$ cat src/rtl/trigger_capture.sv
// ============================================================================
// Module      : trigger_capture
// Description : Circular sample recorder with slope/level trigger that freezes
//               a DEPTH-sample frame holding PRE_TRIG pre-trigger samples.
//               Optional macro TRIG_HYST_EN selects the hysteresis trigger.
// Revision    : 1.0 - initial release
// ============================================================================
`default_nettype none

module trigger_capture #(
  parameter int DATA_W   = 12,
  parameter int DEPTH    = 256,
  parameter int PRE_TRIG = 32,
  parameter int HYST     = 8,
  localparam int ADDR_W  = $clog2(DEPTH)
) (
  input  logic              clk,
  input  logic              rst,
  input  logic [DATA_W-1:0] sample_in,
  input  logic              sample_valid,
  input  logic [DATA_W-1:0] trig_level,
  input  logic              trig_slope,
  input  logic              arm,
  output logic              busy,
  output logic              frame_ready,
  input  logic [ADDR_W-1:0] rd_addr,
  output logic [DATA_W-1:0] rd_data
);

  typedef enum logic [2:0] {
    S_IDLE = 3'd0,
    S_PRE  = 3'd1,
    S_WAIT = 3'd2,
    S_POST = 3'd3,
    S_DONE = 3'd4
  } state_t;

  localparam logic [ADDR_W:0] PRE_CNT  = (ADDR_W+1)'(PRE_TRIG);
  localparam logic [ADDR_W:0] POST_CNT = (ADDR_W+1)'(DEPTH - PRE_TRIG);
  localparam state_t          FIRST_ST = (PRE_TRIG == 0) ? S_WAIT : S_PRE;

  logic [DATA_W-1:0] mem [DEPTH];

  state_t            state_q, state_d;
  logic [ADDR_W-1:0] wr_ptr_q, wr_ptr_d;
  logic [ADDR_W:0]   cnt_q, cnt_d;
  logic [DATA_W-1:0] prev_q, prev_d;
  logic              prev_valid_q, prev_valid_d;
  logic [ADDR_W-1:0] trig_ptr_q, trig_ptr_d;
  logic [DATA_W-1:0] rd_data_q, rd_data_d;
  logic              we;
  logic              trig_hit;
  logic [ADDR_W:0]   cnt_inc;
  logic [ADDR_W-1:0] rd_phys;

`ifdef TRIG_HYST_EN
  localparam logic [DATA_W:0] HYST_EXT = (DATA_W+1)'(HYST);
  localparam logic [DATA_W:0] CODE_MAX = (DATA_W+1)'((1 << DATA_W) - 1);

  logic            hyst_armed_q, hyst_armed_d;
  logic [DATA_W:0] lvl_ext, lo_thr, hi_sum, hi_thr;
  logic            rearm;

  always_comb begin
    lvl_ext  = {1'b0, trig_level};
    lo_thr   = (lvl_ext >= HYST_EXT) ? (lvl_ext - HYST_EXT) : '0;
    hi_sum   = lvl_ext + HYST_EXT;
    hi_thr   = (hi_sum > CODE_MAX) ? CODE_MAX : hi_sum;
    rearm    = trig_slope ? ({1'b0, sample_in} > hi_thr) : ({1'b0, sample_in} < lo_thr);
    trig_hit = hyst_armed_q &&
               (trig_slope ? (sample_in <= trig_level) : (sample_in >= trig_level));
  end
`else
  always_comb begin
    trig_hit = prev_valid_q &&
               (trig_slope ? (prev_q > trig_level && sample_in <= trig_level)
                           : (prev_q < trig_level && sample_in >= trig_level));
  end
`endif

  always_comb begin
    state_d      = state_q;
    wr_ptr_d     = wr_ptr_q;
    cnt_d        = cnt_q;
    prev_d       = prev_q;
    prev_valid_d = prev_valid_q;
    trig_ptr_d   = trig_ptr_q;
    we           = 1'b0;
    cnt_inc      = cnt_q + 1'b1;
`ifdef TRIG_HYST_EN
    hyst_armed_d = hyst_armed_q;
`endif
    case (state_q)
      S_IDLE, S_DONE: begin
        if (arm) begin
          state_d      = FIRST_ST;
          wr_ptr_d     = '0;
          cnt_d        = '0;
          prev_valid_d = 1'b0;
`ifdef TRIG_HYST_EN
          hyst_armed_d = 1'b0;
`endif
        end
      end
      S_PRE: begin
        if (sample_valid) begin
          we           = 1'b1;
          wr_ptr_d     = wr_ptr_q + 1'b1;
          cnt_d        = cnt_inc;
          prev_d       = sample_in;
          prev_valid_d = 1'b1;
`ifdef TRIG_HYST_EN
          if (rearm) hyst_armed_d = 1'b1;
`endif
          if (cnt_inc == PRE_CNT) state_d = S_WAIT;
        end
      end
      S_WAIT: begin
        if (sample_valid) begin
          we           = 1'b1;
          wr_ptr_d     = wr_ptr_q + 1'b1;
          prev_d       = sample_in;
          prev_valid_d = 1'b1;
          if (trig_hit) begin
            // The trigger sample itself is the first of the post-trigger run
            trig_ptr_d = wr_ptr_q;
            cnt_d      = (ADDR_W+1)'(1);
            state_d    = (POST_CNT == (ADDR_W+1)'(1)) ? S_DONE : S_POST;
`ifdef TRIG_HYST_EN
            hyst_armed_d = 1'b0;
          end else if (rearm) begin
            hyst_armed_d = 1'b1;
`endif
          end
        end
      end
      S_POST: begin
        if (sample_valid) begin
          we       = 1'b1;
          wr_ptr_d = wr_ptr_q + 1'b1;
          cnt_d    = cnt_inc;
          if (cnt_inc == POST_CNT) state_d = S_DONE;
        end
      end
      default: state_d = S_IDLE;
    endcase
  end

  always_comb begin
    rd_phys   = trig_ptr_q - ADDR_W'(PRE_TRIG) + rd_addr;
    rd_data_d = mem[rd_phys];
  end

  always_ff @(posedge clk) begin
    if (we) mem[wr_ptr_q] <= sample_in;
  end

  always_ff @(posedge clk) begin
    if (!rst) begin
      state_q      <= S_IDLE;
      wr_ptr_q     <= '0;
      cnt_q        <= '0;
      prev_q       <= '0;
      prev_valid_q <= 1'b0;
      trig_ptr_q   <= '0;
      rd_data_q    <= '0;
`ifdef TRIG_HYST_EN
      hyst_armed_q <= 1'b0;
`endif
    end else begin
      state_q      <= state_d;
      wr_ptr_q     <= wr_ptr_d;
      cnt_q        <= cnt_d;
      prev_q       <= prev_d;
      prev_valid_q <= prev_valid_d;
      trig_ptr_q   <= trig_ptr_d;
      rd_data_q    <= rd_data_d;
`ifdef TRIG_HYST_EN
      hyst_armed_q <= hyst_armed_d;
`endif
    end
  end

  assign busy        = (state_q == S_PRE) || (state_q == S_WAIT) || (state_q == S_POST);
  assign frame_ready = (state_q == S_DONE);
  assign rd_data     = rd_data_q;

endmodule

`default_nettype wire

$ cat config.mk
export PLATFORM = sky130hd
export DESIGN_NAME = trigger_capture
export DESIGN_NICKNAME = d
export VERILOG_FILES = /design/src/rtl/trigger_capture.sv
export SDC_FILE = /design/constraint.sdc
export NUM_CORES = 2
export LEC_CHECK = 0
export ABC_AREA = 1
export CAP_MARGIN = 10
export CELL_PAD_IN_SITES_DETAIL_PLACEMENT = 1
export CELL_PAD_IN_SITES_GLOBAL_PLACEMENT = 2
export CORE_UTILIZATION = 44
export DETAILED_ROUTE_END_ITERATION = 16
export PLACE_DENSITY_LB_ADDON = 0.1
export SYNTH_ARGS = -nofsm -noshare
export SYNTH_HDL_FRONTEND = slang
export SYNTH_SLANG_ARGS = --single-unit
$ cat constraint.sdc
create_clock -name clk -period 3.7 [get_ports clk]
set_input_delay 0.74 -clock clk [delete_from_list [all_inputs] [get_ports clk]]
set_output_delay 0.74 -clock clk [all_outputs]
set_load 0.01 [all_outputs]
==> flow_summary.ini <==
[setup_path]
path_cells = ha_4 > ha_4 > inv_1 > fa_4 > buf_12 > inv_16 > buf_16 > buf_16 > buf_4 > nand3_1 > nand2_1 > nand2_1 > nand3_2 > o211ai_1 > nand2_2 > a21oi_4 > nor2_1
critPathLaunchType = flip-flop
crit_cells = 17
r2r_cells = 17
end_kind = flip-flop
crit_arrival_ns = 4.49
critPathMaxStageDelay_ns = 0.83
cp.required_ns = 4.49
path_class = reg -> reg
crit_family = adder cells
cp_max_fo = 14
crit_path_top_delay_cell = fa_4
path_buf_inv = 6

[global_routing]
grt_busiest_layer = met2
antenna_found_initial = 16
met2_usage = 0.4862
overflow = 0
grt_max_degree = 157
grt_pass1_wl_um = 633000
grtUsageTotal = 0.2941
grt_use_met3 = 0.03620
grt_pass1_vias = 91710
use_met1 = 0.4046

[clocking]
root_buffer = clkbuf_16
clock_path_buffers = 4
numCtsBuffers = 337
clk_pin_slew_ns = 0.06
cts.htree.levels = 5
cts_tree = done
clock_latency_ns = 0.94
cts_sinks = 3125

[sta]
tightest_slew_ns = 1.267
fin_crit_ns = 3.696
fin_ws_ns = 0.003781
drv_slew = 0
hold_viol = 0
relSlewSlack = 0.1554
skew_ns = 0.06401
fmax_mhz = 270.5
period_share = 0.9990
finalSetupViolations = 0

[run_status]
status = finished clean

[routing]
vias_per_cell = 5.666
post_drt_wl_per_cell_um = 27.65
wirelength_um = 436100
drt_iter0_drc = 8653
antenna_left = 0
first_pass_iters = 5
drc_errors = 0
num_vias = 89380

[layout]
layout_commonest_cell = nand2_1
area_delta_synth_final_pct = 17.75
finalNetCount = 11700
drive_above_1_share = 0.1338
finish.instance_area_mm2 = 0.1506
final_cell_mix = nand2_1 (3627), edfxtp_1 (3072), nand3_1 (2717)

[yosys]
synth_cell_types = 39
syn-cell-area_mm2 = 0.1279
avgSynthCellArea_um2 = 11.73
yosysSeqAreaShare = 0.7294
async_flop_share = 0
synth_edf_count = 3072
yosysTopAreaCell = edfxtp_1
synthFlopType = edfxtp_1
synth.top_cell.area_share = 0.7211
ys_warn_count = 0
ys_ff_latch = 3125
syn-instance-count = 10910
ys_top_cells_by_area = edfxtp_1 (72%), nand3_1 (11%), nand2_1 (11%), buf_2 (1.9%), nor2_1 (0.95%)
mappedNetlistNets = 10990

[place]
dp_hpwl_um = 271800
portBuffers = 50
dpl_cell_area_mm2 = 0.1395
pre_cts_ws_ns = -1.396
gp_congestion = 0.8578

[floorplan]
initial_utilization = 0.4432
die_area_mm2 = 0.2929
core_mm2 = 0.2886
rows = 197
io_pins = 51
chipWidth_um = 541.2
die_h_um = 541.2

[flow_run]
maxCapViolCount = 0

[pwr]
power_per_cell_area_mw_per_mm2 = 520.6
power.total_w = 0.07843
leakage_nw = 54.90
vdd_drop_max_mv = 0.6176

[worst_hold_path]
whs_path_depth = 1
hold_class = in -> reg
[layout make-up]
cell class,instances,area (µm²)
Tap cell,3880,4855
Inverter,91,396.6
Multi-Input combinational cell,6969,30890
Timing Repair Buffer,1095,10790
Sequential cell,3125,93310
Clock buffer,438,9072
Fill cell,29580,138000
Clock inverter,170,1304
Antenna cell,5,12.51
Timing Repair inverter,1,8.758
[synth_stat cells (2+ instances only)]
master / count
nand4_4: 3
nand3_1: 2752
inv_2: 6
ha_1: 43
and2_1: 7
buf_6: 33
xnor2_1: 3
dfxtp_1: 53
nor3_1: 5
buf_4: 60
nand2_1: 3635
a21oi_1: 104
o211ai_1: 12
nand2_2: 3
buf_1: 31
nor2_1: 323
o21ai_1: 6
nand3_2: 4
clkbuf_1: 105
nand4_1: 15
xor2_1: 4
inv_1: 83
a21o_1: 2
buf_2: 493
o21bai_1: 2
edfxtp_1: 3072
o21ai_0: 36
[registers in the layout (all words and copies together), names as in the netlist]
register	flops
prev_valid_q	1
trig_ptr_q	8
rd_data	12
prev_q	12
cnt_q	9
state_q	3
wr_ptr_q	8
mem	3072
[where the power goes]
part | leakage (nW) | switching [W] | internal, W
clock | 5.08 | 0.0141 | 0.0183
combinational | 21.8 | 0.00486 | 0.00205
sequential | 28.0 | 0.000158 | 0.0390
[metrics by stage]
step           hold WS (ns)  utilization  setup TNS (ns)  std cells
6_report            0.09058       0.5219               0      15770
2_1_floorplan        0.4330            -               0      10910
4_1_cts             0.02026       0.5204        -0.05003      15760
5_1_grt             0.04844       0.5219       -0.007593      15770
3_3_place_gp         0.4583       0.4833          -13.69      15140
3_5_place_dp         0.4668       0.4833          -13.78      15140
[final timing paths]
check | end | slack, ns | startpoint
worst max-delay path | rd_data[10] | 0.004 | trig_ptr_q[1]
worst min register to register | prev_q[9] | 0.47 | prev_q[9]
worst min-delay path | mem[237][8] | 0.09 | sample_in[8]
worst max register to register | rd_data[10] | 0.004 | trig_ptr_q[1]
[routing by layer]
| metal | wire (µm) | up-vias |
|---|---|---|
| met5 | 25 | - |
| met3 | 24960 | 607 |
| met4 | 14910 | 4 |
| met2 | 209900 | 2749 |
| li1 | - | 39950 |
| met1 | 186300 | 46060 |
[timing repair]
action,CTS,global route
cloned,2,6
pin swaps,2,10
hold buffers,1,0
gates resized for setup,30,55
setup buffers,9,4
hold endpoints to repair,1,0
setup endpoints to repair,12,12
[cells by family after synthesis]
| logic type | share of synthesized area |
|---|---|
| AND/OR/NAND/NOR | 0.2262 |
| flip-flops | 0.7294 |
| buffers and inverters | 0.03239 |
| AO/OA/AOI/OAI | 0.006836 |
| adder cells (fa/ha/maj) | 0.004362 |
| XOR/XNOR | 0.0008216 |
Power figures use the tool's default switching activity.
